===== src/rtl/multadd_pipe.sv =====
// multadd_pipe: pipelined signed fixed-point y = ((x1*x2) >>> FRAC) + (acc_mode ? y : x3)
// with valid/ready flow control. Define MULTADD_SAT_EN to clamp y on overflow (default wraps).
module multadd_pipe #(
  parameter int WIDTH = 10,
  parameter int FRAC  = 9
) (
  input  logic                    clk,
  input  logic                    reset_n,
  input  logic                    in_valid,
  output logic                    in_ready,
  input  logic signed [WIDTH-1:0] x1,
  input  logic signed [WIDTH-1:0] x2,
  input  logic signed [WIDTH-1:0] x3,
  input  logic                    acc_mode,
  output logic                    out_valid,
  input  logic                    out_ready,
  output logic signed [WIDTH-1:0] y,
  output logic                    ovf
);

  localparam int PROD_W = 2 * WIDTH;
  // Wide enough for any legal FRAC, so the range test never sees a wrapped sum.
  localparam int SUM_W  = PROD_W + 1;

  function automatic logic range_ovf(input logic signed [SUM_W-1:0] s);
    return !((&s[SUM_W-1:WIDTH-1]) || !(|s[SUM_W-1:WIDTH-1]));
  endfunction

  function automatic logic signed [WIDTH-1:0] fit_result(input logic signed [SUM_W-1:0] s);
`ifdef MULTADD_SAT_EN
    if (range_ovf(s))
      return s[SUM_W-1] ? {1'b1, {(WIDTH-1){1'b0}}} : {1'b0, {(WIDTH-1){1'b1}}};
`endif
    return s[WIDTH-1:0];
  endfunction

  logic                     en;
  logic                     vld_p0, vld_p1, vld_p2;
  logic signed [WIDTH-1:0]  x1_p0, x2_p0, x3_p0, x3_p1;
  logic                     acc_p0, acc_p1;
  logic signed [PROD_W-1:0] x1_ext, x2_ext, prod_full, prod_p1;
  logic signed [WIDTH-1:0]  addend;
  logic signed [SUM_W-1:0]  prod_ext, addend_ext, sum;
  logic signed [WIDTH-1:0]  y_p2;
  logic                     ovf_p2;

  assign en        = !vld_p2 || out_ready;
  assign in_ready  = en;
  assign out_valid = vld_p2;
  assign y         = y_p2;
  assign ovf       = ovf_p2;

  always_ff @(posedge clk or negedge reset_n) begin
    if (!reset_n) begin
      vld_p0 <= 1'b0;
      vld_p1 <= 1'b0;
      vld_p2 <= 1'b0;
    end else if (en) begin
      vld_p0 <= in_valid;
      vld_p1 <= vld_p0;
      vld_p2 <= vld_p1;
    end
  end

  // ---- S1: operand register ----
  always_ff @(posedge clk) begin
    if (en) begin
      x1_p0  <= x1;
      x2_p0  <= x2;
      x3_p0  <= x3;
      acc_p0 <= acc_mode;
    end
  end

  // ---- S2: scaled product register ----
  assign x1_ext    = {{WIDTH{x1_p0[WIDTH-1]}}, x1_p0};
  assign x2_ext    = {{WIDTH{x2_p0[WIDTH-1]}}, x2_p0};
  assign prod_full = (x1_ext * x2_ext) >>> FRAC;

  always_ff @(posedge clk) begin
    if (en) begin
      prod_p1 <= prod_full;
      x3_p1   <= x3_p0;
      acc_p1  <= acc_p0;
    end
  end

  // ---- S3: add, range check, output register ----
  assign addend     = acc_p1 ? y_p2 : x3_p1;
  assign prod_ext   = {prod_p1[PROD_W-1], prod_p1};
  assign addend_ext = {{(SUM_W-WIDTH){addend[WIDTH-1]}}, addend};
  assign sum        = prod_ext + addend_ext;

  // A bubble leaves y/ovf alone so the accumulate history survives idle cycles.
  always_ff @(posedge clk or negedge reset_n) begin
    if (!reset_n) begin
      y_p2   <= '0;
      ovf_p2 <= 1'b0;
    end else if (en && vld_p1) begin
      y_p2   <= fit_result(sum);
      ovf_p2 <= range_ovf(sum);
    end
  end

endmodule


===== config.mk =====
export PLATFORM = sky130hd
export DESIGN_NAME = multadd_pipe
export DESIGN_NICKNAME = d
export VERILOG_FILES = /design/src/rtl/multadd_pipe.sv
export SDC_FILE = /design/constraint.sdc
export NUM_CORES = 1
export LEC_CHECK = 0
export ABC_AREA = 1
export CAP_MARGIN = 25
export CORE_UTILIZATION = 56
export CTS_BUF_LIST = sky130_fd_sc_hd__clkbuf_8
export DETAILED_ROUTE_END_ITERATION = 10
export GPL_TIMING_DRIVEN = 1
export PLACE_DENSITY = 0.79
export SLEW_MARGIN = 10
export SYNTH_ARGS = -nofsm -noshare
export SYNTH_HDL_FRONTEND = slang
export SYNTH_SLANG_ARGS = --single-unit

===== constraint.sdc =====
create_clock -name clk -period 5.1 [get_ports clk]
set_clock_uncertainty 0.1 [all_clocks]
set_input_delay 0.765 -clock clk [delete_from_list [all_inputs] [get_ports clk]]
set_output_delay 0.765 -clock clk [all_outputs]
set_load 0.02 [all_outputs]

==> reports/qor.csv <==
stage;metric;value;unit
route;wirelength;14800;um
cts;cts_max_level;3;
cts;clock_latency;0.37;ns
die;dieWidth;113;um
die;row_count;40;
timing;period_needed;4.94;ns
layout;areaGrowthSynthToFinish;16.2;%
grt;track_usage;25.4;%
grt;grt_antenna_before_repair;0;
grt;grt.overflow.total;0;
logic_synthesis;ys_ff_latch;67;
logic_synthesis;yosys.area.top_type;fa_1;
setup_path;crit_cells;18;
route;final_antenna_net_count;0;
logic_synthesis;synth_top_area_share;26.2;%
die;fp.coreArea;12100;um^2
die;die_h;113;um
layout;final_util;67.1;%
setup_path;cp_data_arrival_time;4.97;ns
grt;grt_util_met3;6.96;%
layout;final_cell_area;8090;um^2
grt;grt_util_met1;31.0;%
timing;setup_viol;0;
grt;use_met2;43.5;%
setup_path;rrSetupSlack;0.16;ns
timing;tightest_slew;0.731;ns
logic_synthesis;ys_warn_count;0;
layout;drive_gt1_share;10.7;%
setup_path;path_max_fanout;8;
cts;max-clock-path-buffers;2;
logic_synthesis;syn_area;6960;um^2
cts;ctsHoldBuffers;0;
setup_path;crit_top_cell;fa_1;
die;initial_core_util;57.7;%
grt;grt_start_max_net_pins;58;
setup_path;slowest_stage;edfxtp_1;
timing;rsz0062_at_grt;true;
hold_path;hold_class;register to register;
job;cap_viol_max_count;0;
place;hpwl;11800;um
setup_path;worstPathRequired;5.13;ns
place;port_buffers;47;
route;wl_per_cell;14.6;um
logic_synthesis;avgSynthCellArea;8.99;um^2
run_status;status;completed;
grt;grt_pass1_wl;25100;um
route;num_vias;5135;
cts;clkSlewWorstSetupHoldPaths;0.07;ns
layout;fin_nets;1026;
setup_path;crit_path_start_kind;register;
setup_path;critPathKind;register to register;
hold_path;whs_path_depth;0;
cts;root_buffer;clkbuf_8;
timing;finalHoldViolCount;0;
cts;cts_tree;yes;
setup_path;critPathBufInv;4;
timing;max_freq;202;MHz
timing;finalCritPeriodShare;96.9;%
route;remaining_drc_errors;0;
route;drt_first_pass_iters;5;
route;drtIter0Drc;248;
setup_path;r2r.worst_path.cells;18;
cts;clkSinkCount;67;
place;place_area;7630;um^2
die;dieArea;12900;um^2
setup_path;crit_path_max_incr_delay;0.57;ns
place;place_congestion;0.911;
timing;drv_slew;0;
timing;max_slew_margin;51.3;%
grt;grt.busiest_layer;met2;
logic_synthesis;syn-instance-count;774;
setup_path;path_cells;buf_6 -> nand2_1 -> inv_1 -> fa_1 -> fa_1 -> fa_1 -> fa_1 -> inv_1 -> fa_1 -> inv_1 -> ha_1 -> nand2_1 -> nor4_1 -> nand2_1 -> nand2_2 -> nand2_2 -> nand3_1 -> nand2_1;
setup_path;endpoint_kind;register;
logic_synthesis;syn_nets;957;
logic_synthesis;synth-seq-area-share;27.9;%
route;via_per_inst;5.05;
layout;antennaDiodeCount;0;
grt;grt_pass1_vias;5433;
cts;cts_made_buffers;9;
setup_path;critPathTopFamily;adder cells;
logic_synthesis;synthTopCellsByArea;fa_1, edfxtp_1, inv_1;
die;io_pins;48;
logic_synthesis;synth_cell_types;38;
## registers in the layout, summed over array words and instances (netlist names)
name / cells
vld_p1: 1
acc_p0: 1
out_valid: 1
prod_p1: 11
vld_p0: 1
x3_p1: 10
x3_p0: 10
y: 10
ovf: 1
acc_p1: 1
x2_p0: 10
x1_p0: 10
## metrics by stage
stage | hold slack (ns) | setup TNS, ns | setup slack (ns) | cells
after floorplan | 0.300 | 0 | 0.0622 | 774
after global placement | 0.306 | 0 | 0.0865 | 980
after detailed placement | 0.305 | -0.136 | -0.0977 | 980
after CTS | 0.322 | 0 | 0.0137 | 999
after global routing | 0.328 | -0.114 | -0.0578 | 1016
final | 0.322 | 0 | 0.157 | 1016
## cells by family after synthesis
family | count (synthesis) | share of synthesized area (%)
AOI/OAI and AO/OA | 51 | 3.99
xor gates and xnor gates | 21 | 2.64
muxes | 8 | 1.29
DFF | 67 | 27.9
adders and majority gates | 148 | 36.4
and+or+nand+nor | 257 | 15.4
buffers and inverters | 222 | 12.4
## synth_stat cells, drive strengths merged
cell type / instances
inv: 199
nand2: 196
fa: 91
ha: 57
edfxtp: 53
nor2: 32
a21oi: 23
o21ai: 20
clkbuf: 16
dfrtp: 14
nand3: 14
xor2: 13
mux2: 8
xnor2: 8
buf: 6
nand4: 5
or2: 5
nor4: 3
a21o: 2
a31oi: 2
o21bai: 2
a221oi: 1
clkinv: 1
nand3b: 1
nor3: 1
o21a: 1
## worst paths after layout
path                                    startpoint               endpoint
worst max-delay path            x1_p0[5]$_DFFE_PN_  prod_p1[10]$_DFFE_PN_
min in group asynchronous                  reset_n     vld_p1$_DFFE_PN0N_
worst min register to register  x3_p0[9]$_DFFE_PN_     x3_p1[9]$_DFFE_PN_
worst min-delay path            x3_p0[9]$_DFFE_PN_     x3_p1[9]$_DFFE_PN_
worst max register to register  x1_p0[5]$_DFFE_PN_  prod_p1[10]$_DFFE_PN_
max in group asynchronous                  reset_n       y[8]$_DFFE_PN0P_
## metal layers
| layer | part of all wire, % | wire, um |
|---|---|---|
| met2 | 50 | 7370 |
| met4 | 2.1 | 309 |
| met5 | 0 | 0 |
| met1 | 42 | 6210 |
| met3 | 6.1 | 907 |
## placed cells by master, fill, tap and decap left out, types with 8 or more instances in the layout
cell type	instances
inv_1	199
clkdlybuf4s50_1	47
fa_1	90
nand2_2	11
buf_4	31
a21oi_1	17
clkbuf_8	11
nand3_1	12
nand2_1	184
edfxtp_1	53
mux2_2	8
o21ai_0	15
dfrtp_1	14
xnor2_1	8
xor2_1	13
nor2_1	30
ha_1	53
## layout make-up
type | instances | area [um^2]
Timing Repair Buffer | 80 | 726
Clock buffer | 11 | 151
Tap cell | 168 | 210
Sequential cell | 67 | 1940
Fill cell | 928 | 3970
Clock inverter | 5 | 51.3
Inverter | 200 | 751
Multi-Input combinational cell | 485 | 4260
## repair_timing
| item | CTS | global route |
|---|---|---|
| buffers inserted | 3 | 17 |
| setup endpoints to repair | 6 | 9 |
| pin swaps | 0 | 6 |
| resized for setup | 0 | 22 |
Power is not shown: default switching activity piles up to over one toggle a cycle in this logic, so the estimate is an artifact.
